## config.mk

```make
export PLATFORM = sky130hd
export DESIGN_NAME = pwm_divider_mc
export DESIGN_NICKNAME = d
export VERILOG_FILES = /design/src/rtl/pwmdiv_pkg.sv /design/src/rtl/pwmdiv_chan.sv /design/src/rtl/pwm_divider_mc.sv
export SDC_FILE = /design/constraint.sdc
export NUM_CORES = 1
export LEC_CHECK = 0
export ABC_CLOCK_PERIOD_IN_PS = 9200
export BUFFER_PORTS_ARGS = -buffer_cell sky130_fd_sc_hd__clkbuf_2
export CAP_MARGIN = 0
export CORE_MARGIN = 10
export CORE_UTILIZATION = 59
export DETAILED_ROUTE_END_ITERATION = 8
export HOLD_SLACK_MARGIN = 0.08
export PLACE_DENSITY = 0.76
export SLEW_MARGIN = 40
export SYNTH_ARGS = -nofsm -noshare
export SYNTH_HDL_FRONTEND = slang
export SYNTH_SLANG_ARGS = --single-unit
```

## constraint.sdc

```tcl
create_clock -name clk_in -period 9.2 [get_ports clk_in]
set_input_delay 0.46 -clock clk_in [delete_from_list [all_inputs] [get_ports clk_in]]
set_output_delay 0.46 -clock clk_in [all_outputs]
set_load 0.03 [all_outputs]
```

## src/rtl/pwmdiv_pkg.sv

```systemverilog
// pwmdiv_pkg: shared config type, channel state and config clamp for pwm_divider_mc
// Build option: define PWMDIV_POLARITY_EN to add a per-channel output polarity bit.
package pwmdiv_pkg;

    // Widest supported counter/config field; narrower W is zero-extended into it.
    localparam int WMAX = 32;

    typedef enum logic {IDLE, RUN} chan_st_e;

    typedef struct packed {
        logic [WMAX-1:0] total;
        logic [WMAX-1:0] high;
        logic [WMAX-1:0] phase;
`ifdef PWMDIV_POLARITY_EN
        logic            pol;
`endif
    } cfg_t;

    // Force a raw write into a consistent config: total >= 1, high <= total, phase < total.
    function automatic cfg_t clamp_cfg(input cfg_t raw);
        cfg_t c;
        c       = raw;
        c.total = (raw.total == '0) ? WMAX'(1) : raw.total;
        c.high  = (raw.high > c.total) ? c.total : raw.high;
        c.phase = (raw.phase >= c.total) ? c.total - 1'b1 : raw.phase;
        return c;
    endfunction

endpackage

```

## src/rtl/pwmdiv_chan.sv

```systemverilog
// pwmdiv_chan: one PWM/divider channel with shadowed config applied at period boundaries
// Build option: PWMDIV_POLARITY_EN XORs the output with the active polarity bit.
module pwmdiv_chan import pwmdiv_pkg::*; #(
    parameter int W = 16
) (
    input  logic clk_in,
    input  logic rst_n,
    input  logic enable_i,
    input  logic wr_i,
    input  cfg_t cfg_i,
    output logic busy_o,
    output logic clk_out_o,
    output logic period_start_o
);

    chan_st_e        st_q;
    logic [W-1:0]    cnt_q;
    logic [WMAX-1:0] cnt_w;
    cfg_t            shadow_q, active_q;
    logic            acc_q, pend_q, clk_q, ps_q;
    logic            run, at_end, clk_d, ps_d;

    // A write is first captured (acc_q) and becomes pending one edge later;
    // the channel refuses further writes for the whole time either flag is set.
    assign busy_o = acc_q | pend_q;
    assign run    = (st_q == RUN);
    assign cnt_w  = WMAX'(cnt_q);
    assign at_end = (cnt_w == active_q.total - 1'b1);
`ifdef PWMDIV_POLARITY_EN
    assign clk_d  = (run && cnt_w < active_q.high) ^ active_q.pol;
`else
    assign clk_d  = run && cnt_w < active_q.high;
`endif
    assign ps_d   = run && cnt_q == '0;

    assign clk_out_o      = clk_q;
    assign period_start_o = ps_q;

    // Channel FSM: shadow capture, IDLE/RUN sequencing, counter and output flops.
    always_ff @(posedge clk_in or negedge rst_n) begin
        if (!rst_n) begin
            st_q     <= IDLE;
            cnt_q    <= '0;
            shadow_q <= '0;
            active_q <= '0;
            acc_q    <= 1'b0;
            pend_q   <= 1'b0;
            clk_q    <= 1'b0;
            ps_q     <= 1'b0;
        end else begin
            clk_q <= clk_d;
            ps_q  <= ps_d;
            acc_q <= wr_i;
            if (wr_i)
                shadow_q <= cfg_i;
            if (acc_q)
                pend_q <= 1'b1;
            if (st_q == IDLE) begin
                if (enable_i && pend_q) begin
                    active_q <= shadow_q;
                    pend_q   <= 1'b0;
                    cnt_q    <= W'(shadow_q.phase);
                    st_q     <= RUN;
                end else if (enable_i && active_q.total != '0) begin
                    cnt_q <= W'(active_q.phase);
                    st_q  <= RUN;
                end else begin
                    cnt_q <= '0;
                end
            end else if (!enable_i) begin
                cnt_q <= '0;
                st_q  <= IDLE;
            end else if (at_end) begin
                if (pend_q) begin
                    active_q <= shadow_q;
                    pend_q   <= 1'b0;
                end
                cnt_q <= '0;
            end else begin
                cnt_q <= cnt_q + 1'b1;
            end
        end
    end

endmodule

```

## src/rtl/pwm_divider_mc.sv

```systemverilog
// pwm_divider_mc: multi-channel programmable clock divider / PWM generator
// Build option: PWMDIV_POLARITY_EN adds the cfg_pol input and per-channel output polarity.
module pwm_divider_mc import pwmdiv_pkg::*; #(
    parameter int  NCH = 4,
    parameter int  W   = 16,
    localparam int CW  = (NCH > 1) ? $clog2(NCH) : 1
) (
    input  logic           clk_in,
    input  logic           rst_n,
    input  logic [NCH-1:0] enable,
    input  logic           cfg_valid,
    output logic           cfg_ready,
    input  logic [CW-1:0]  cfg_ch,
    input  logic [W-1:0]   cfg_total,
    input  logic [W-1:0]   cfg_high,
    input  logic [W-1:0]   cfg_phase,
`ifdef PWMDIV_POLARITY_EN
    input  logic           cfg_pol,
`endif
    output logic [NCH-1:0] clk_out,
    output logic [NCH-1:0] period_start
);

    localparam int NP = 1 << CW;

    logic [NCH-1:0] busy;
    logic [NP-1:0]  busy_ext;
    cfg_t           raw, eff;

    // Widen the write fields into the shared config shape before clamping.
    always_comb begin
        raw       = '0;
        raw.total = WMAX'(cfg_total);
        raw.high  = WMAX'(cfg_high);
        raw.phase = WMAX'(cfg_phase);
`ifdef PWMDIV_POLARITY_EN
        raw.pol   = cfg_pol;
`endif
    end

    assign eff = clamp_cfg(raw);

    // Indices beyond NCH see a zero busy bit, so they are always ready and never captured.
    assign busy_ext  = NP'(busy);
    assign cfg_ready = !busy_ext[cfg_ch];

    for (genvar i = 0; i < NCH; i++) begin : g_ch
        pwmdiv_chan #(.W(W)) u_chan (
            .clk_in         (clk_in),
            .rst_n          (rst_n),
            .enable_i       (enable[i]),
            .wr_i           (cfg_valid && cfg_ready && cfg_ch == CW'(i)),
            .cfg_i          (eff),
            .busy_o         (busy[i]),
            .clk_out_o      (clk_out[i]),
            .period_start_o (period_start[i])
        );
    end

endmodule

```

# Word level (Yosys, flattened, before mapping)
# Cells that the tools add are included.
[op_classes]
add_sub_neg = 9
order_cmp = 7
eq_ne = 19
n_mux = 85
bitwise = 4
n_reduce_logical = 40
[ops]
columns = ["cell", "n"]
rows = [
  ["96-bit two-way mux", 20],
  ["16-bit two-way mux", 22],
  ["16-bit by 32-bit == test with 1-bit output", 4],
  ["16-bit by 32-bit < comparator with 1-bit output", 4],
  ["32-bit nonzero test", 4],
  ["32-bit by 1-bit subtractor with 32-bit output (second input constant)", 4],
  ["16-bit by 1-bit adder with 16-bit output (second input constant)", 4],
  ["16-bit zero test", 4],
  ["1-bit two-way mux", 41],
  ["32-bit zero test", 1],
  ["32-bit two-way mux", 1],
  ["2-bit != test (second input constant)", 12],
  ["1-bit logical AND", 21],
  ["16-bit by 1-bit subtractor with 17-bit output (second input constant)", 1],
  ["16-bit >= comparator", 1],
  ["16-bit greater-than comparator", 1],
  ["4-bit AND reduction", 4],
  ["2-bit nonzero test", 4],
  ["2-bit == test (second input constant)", 2],
  ["1-bit bitwise OR", 4],
  ["2-bit by 3-bit < comparator with 1-bit output (second input constant)", 1],
  ["1-bit binary-select mux with 2-bit select", 1],
  ["2-bit by 1-bit == test with 1-bit output (second input constant)", 1],
  ["2-bit zero test", 1],
  ["1-bit zero test", 1],
]
[word_totals]
reg_bits = 788
inputBits = 57

# Longest topological paths before layout
[depth]
ltp_word = 6
mapped_depth = 16
depth_no_buf = 14

# By module
# From an unflattened synthesis, not the netlist that was laid out.
[unflattened]
hier_cells = 4728
hier_area_um2 = 46632.2
[by_module_without_submodules]
columns = ["mod", "n_inst", "cells_each", "area_per_inst_um2", "seq_area_each_um2"]
rows = [
  ["pwmdiv_chan", 4, 1132, 11244.5, 4529.3],
  ["pwm_divider_mc", 1, 200, 1654.1, 0.0],
]

# Worst setup path before layout
# Ideal clock, no wire load.
[synth_timing]
kind = "in2reg"
startpoint = "input port cfg_total[8]"
endpoint = "register g_ch[0].u_chan.shadow_q[10] (netlist name)"
arrival_time_ns = 4.225
required_ns = 9.075
slack_ns = 4.851
path_stages = 15
cell_sequence = "nor4_1 nand2_1 nor3_1 a41oi_1 inv_1 ha_1 nand2b_1 a21o_1 a21o_1 a2111oi_0 o21ai_0 a21oi_1 clkbuf_1 mux2_2 mux2_2"
[synth_lines]
columns = ["item", "line_no", "rtl"]
rows = [
  ["start: declaration", "pwm_divider_mc.sv:14", "input logic [W-1:0] cfg_total,"],
  ["end signal: assignment", "pwmdiv_chan.sv:55", "shadow_q <= cfg_i;"],
  ["end: declaration", "pwmdiv_chan.sv:19", "cfg_t shadow_q, active_q;"],
]

# Final worst setup path
[layout_timing]
startpoint = "register g_ch[3].u_chan.active_q[66] (netlist name)"
endpoint = "register g_ch[3].u_chan.active_q[8] (netlist name)"
[layout_via]
elab_chain_cells = 4
[layout_lines]
columns = ["item", "line_no", "rtl"]
rows = [
  ["start: declaration", "pwmdiv_chan.sv:19", ""],
  ["start signal: assignment", "pwmdiv_chan.sv:60", "active_q <= shadow_q;"],
  ["start signal: assignment", "pwmdiv_chan.sv:75", "active_q <= shadow_q;"],
  ["32-bit by 1-bit subtractor with 32-bit output", "pwmdiv_chan.sv:28", "assign at_end = (cnt_w == active_q.total - 1'b1);"],
  ["16-bit by 32-bit == test with 1-bit output", "pwmdiv_chan.sv:28", ""],
  ["2-bit != test (no line)", "n/a", ""],
  ["4-bit AND reduction (no line)", "n/a", ""],
]
# Every way passes these cells.
# A chain may end at the register's enable or synchronous reset.

==> impl.org <==
** Run status
- Outcome :: finished, final reports clean

** Critical path
- Worst Path Buf+Inv :: 2
- Kind of end point of the critical path :: flop
- Data on the critical path arrives at its endpoint at 5510 ps.
- Endpoint of the lowest-slack register-to-register path :: g_ch[3].u_chan.active_q[8]
- In this run the worst path has a maximum fanout of 33.
- Maximum single-stage delay on the critical path :: roughly 600 ps
- Reg2reg setup slack :: 4160 ps
- The setup path with the least slack is of type flop to flop.
- Top delay family on crit path :: simple AND/OR/NAND/NOR gates
- Cell breakdown of the critical path :: nor4_1 -> nand3_1 -> or3_1 -> nor3_1 -> ha_1 -> xnor2_1 -> nor4_1 -> nand4_1 -> or4_4 -> o41ai_4 -> buf_4 -> nand2_2 -> buf_4 -> mux2_4
- STA puts the critical path data required time at between 9000 and 10000 ps.
- The worst register-to-register path begins at g_ch[3].u_chan.active_q[66].
- STA classifies the critical path startpoint as a flop.
- Cell at the slowest stage of the critical path :: nor4_1
- The worst register-to-register path has a depth of 14.

** Floorplanning
- Standard-cell rows :: 73
- Starting Density :: 59.7%
- Chip Width :: ~220 um
- Boundary pin count :: 66
- The core region is 0.0397 mm^2.
- Measured along the y axis, the die boundary spans 221 um.
- The die covers 0.0487 mm^2.

** Clocking
- Worst-Skew Late Latency :: ~600 ps
- No sink is reached through more buffers than the 3 on the longest clock path.
- Clock buffers created by TritonCTS :: 49
- Post-CTS clock slew at the launch and capture registers of the worst setup and hold paths :: 60 ps
- Number of clock sinks :: 468
- Once the clock tree was built, the resizer swapped 0 gates to a different size.
- The H-tree was split into 2 levels.
- TritonCTS clock tree :: built
- Clock root buffer master :: clkbuf_16
- Post-CTS setup buffers :: 0

** Min path
- Start point of the worst min-delay path :: enable[2]
- For hold timing, the worst endpoint is g_ch[2].u_chan.run.
- Cell depth of the worst min-delay path :: 2
- The min-delay analysis places its worst path in the category input pin to flop.

** Layout
- Compared with the post-synthesis result, the final layout area differs by 11.1%.
- Multi-input logic area :: 0.0111 mm^2
- Excluding fillers, the count of instances in the completed layout stands at 2754.
- Ratio of cells with drive above 1 in the final layout :: 20.9%
- Post-layout net count :: 2356
- Fill cell total of the finished layout :: 2977
- Leaving out fill and tap cells, the most frequent cells in the layout are dfrtp_1, mux2_2, nand2_1, o21ai_0, inv_1.
- In the final layout, flip-flops and latches occupy 0.0117 mm^2.
- Most common cell after layout, fill and taps aside :: dfrtp_1

** Detailed routing
- Routed WL :: ~68 mm
- Dividing the detail-routed via count by the number of cells gives approximately 6.3.
- In this run, the number of DRC markers left after iteration 0 of detailed routing was 1998.
- After detailed routing, the number of remaining DRC violations is 0.
- The routed layout has approximately 17k vias.
- Dividing the detail-routed wire length by the instance count gives ~25 um.
- The first detailed-routing pass took 8 iterations.
- ANT nets after route :: 0

** Timing
- Max-slew violation count :: 0
- Final worst-path cycle share :: 54.7%
- Final Critical Period :: 5040 ps
- At the pin with the least slew margin, the transition time is 852 ps.
- Number of endpoints failing setup at the final stage :: 0
- Top achievable clock speed :: 199 MHz
- Setup repair after global routing left no endpoint under its margin.
- Worst Skew :: 18.0 ps
- In this run the tightest slew margin relative to its limit is 42.8%.
- The number of hold-slack violations in the final timing report came to 0.
- Total negative slack for setup checks :: 0 ps

** Power and ir drop
- Logic pwr share :: a little over 30%
- Net load switching power :: 3.28 mW
- For this design the static power due to leakage is around 12 nW.
- Part of the power in the clock network :: 23.6%
- Net switching fraction of the power :: 36.9%
- Relative contribution of sequential cells to total power :: a little under half
- Pwr per Cell Area :: 337 mW/mm^2
- Total internal power :: between 5 and 6 mW
- IR analysis of the VDD net gives a maximum drop of 0.175 mV.

** Global routing
- Number of global-route vias before repair :: around 17k
- The first global-routing pass estimated between 100 and 150 mm of wire.
- Global routing used 28.3% of the available tracks across all layers.
- Entering global routing, the biggest net connects around 150 pins.
- Antenna violations before repair :: 4
- GRT Residual Overflow :: 0

** Placed design
- HPWL after detailed placement :: between 40 and 50 mm
- I/O Buffers :: 65
- Final weighted congestion in routability-driven placement :: 0.957
- Number of instances in the placed design :: 2656

** Synthesis
- Synth cell types :: 70
- Count of flip-flops with a built-in enable after synthesis :: 0
- Number of nets in the synthesized netlist :: 2314
- For this run, the register share of the synthesized area comes to about half.
- After technology mapping, the gate count stands at 2144.
- Most common flop cell mapped by yosys :: dfrtp_1
- Counting flops with an async set or reset pin after synthesis yields a share of 100%.
- Synthesized area :: 0.0237 mm^2
- In this run, synthesis produced a sequential element count of 468.
- Number of warning messages in the yosys log :: 0
- Average footprint of a synthesized cell :: 11.1 um^2

** Run
- Across the run, the number of max-cap violations was 0.
## cell type report
type / count / share of cell area, %
Antenna cell: 4 / 0.0380
Sequential cell: 468 / 44.4
Clock buffer: 78 / 5.68
Tap cell: 525 / 2.49
Multi-Input combinational cell: 1439 / 42.1
Timing Repair Buffer: 104 / 2.73
Clock inverter: 12 / 0.736
Inverter: 124 / 1.77
## worst reg2reg max path, delay by kind of cell, from the launching register on
family | cells | cell delay, ps
AOI/OAI and AO/OA | 1 | 200
and+or+nand+nor | 8 | 2730
muxes | 1 | 370
adders and majority gates | 1 | 280
buffers and inverters | 2 | 750
xor gates and xnor gates | 1 | 140
DFF | 1 | 450
## flip-flops by register name, summed over array words and instances (netlist names)
signal / flops
g_ch.u_chan.active_q: 192
g_ch.u_chan.pend_q: 4
g_ch.u_chan.run: 4
g_ch.u_chan.period_start_o: 4
g_ch.u_chan.shadow_q: 192
g_ch.u_chan.acc_q: 4
g_ch.u_chan.cnt_q: 64
g_ch.u_chan.clk_out_o: 4
## power groups by stage
| stage | sequential (mW) | clock [mW] | combinational (mW) |
|---|---|---|---|
| final | 4.02 | 2.10 | 2.76 |
| after global routing | 4.11 | 2.20 | 3.08 |
| after CTS | 3.99 | 2.11 | 2.75 |
| after detailed placement | 4.00 | 0 | 2.71 |
| after global placement | 3.97 | 0 | 2.59 |
| after floorplan | 3.48 | 0 | 2.22 |
## stage by stage
| stage | cell area, um^2 | power, mW | hold WS, ps | setup slack, ps | utilization (%) |
|---|---|---|---|---|---|
| final | 26400 | 8.88 | 136 | 4160 | 66.4 |
| after floorplan | 23700 | 5.70 | 164 | 4850 | - |
| after detailed placement | 24600 | 6.72 | 444 | 3970 | 61.9 |
| after CTS | 26300 | 8.84 | 116 | 4210 | 66.2 |
| after global routing | 26400 | 9.39 | 138 | 3910 | 66.3 |
| after global placement | 24500 | 6.56 | 456 | 3750 | 61.7 |
## logic make-up after synthesis
kind of cell             share of synthesized area, %
buffers and inverters                            4.07
multiplexers                                     14.1
adder cells (fa/ha/maj)                          5.96
XOR/XNOR                                         5.31
flip-flops                                       49.3
AND/OR/NAND/NOR                                  9.85
AO/OA/AOI/OAI                                    11.4
## routing by layer
metal,global-route usage (%),wire length [um]
met5,0,24
met4,11.4,2940
met3,6.16,5450
met2,44.8,31800
met1,37.4,27700
## worst max path at each step
stage                                      from                          end  slack, ps  depth (start not counted)
global placement                   cfg_total[8]  g_ch[2].u_chan.shadow_q[13]       3750                         15
global route        g_ch[3].u_chan.active_q[66]   g_ch[3].u_chan.active_q[9]       3910                         14
floorplan                          cfg_total[8]  g_ch[0].u_chan.shadow_q[10]       4850                         15
finish              g_ch[3].u_chan.active_q[66]   g_ch[3].u_chan.active_q[8]       4160                         14
CTS                 g_ch[3].u_chan.active_q[66]   g_ch[3].u_chan.active_q[8]       4210                         14
detailed placement                 cfg_total[8]   g_ch[0].u_chan.shadow_q[6]       3970                         15
## synth_stat cells, types with 8 or more instances
library cell	instances	area share [%]
xor2_1	65	2.4
buf_1	8	0.13
o21ai_0	174	3.7
mux2_4	20	1.3
nand2_1	178	2.8
a21o_1	18	0.57
a31oi_1	13	0.34
nand4_1	35	0.92
inv_1	118	1.9
o21a_1	14	0.44
nor3_1	29	0.61
buf_2	11	0.23
o22ai_1	49	1.3
nor2_1	59	0.93
nor4_1	29	0.76
ha_1	113	6.0
a21oi_1	22	0.46
buf_4	13	0.41
a22oi_1	65	2.1
a211oi_1	8	0.25
clkbuf_1	79	1.2
o32ai_1	17	0.63
dfrtp_1	468	49
nand3_1	37	0.78
mux2_2	243	12
nand2b_1	13	0.34
nor4b_1	9	0.33
and3_1	15	0.40
xnor2_1	79	2.9
mux2i_1	29	1.2
## repair_timing
action	4_1_cts	5_1_grt
hold buffers	1	0
hold endpoints to repair	59	0
setup endpoints to repair	0	0
No activity file was read; power rests on OpenSTA's default activity.
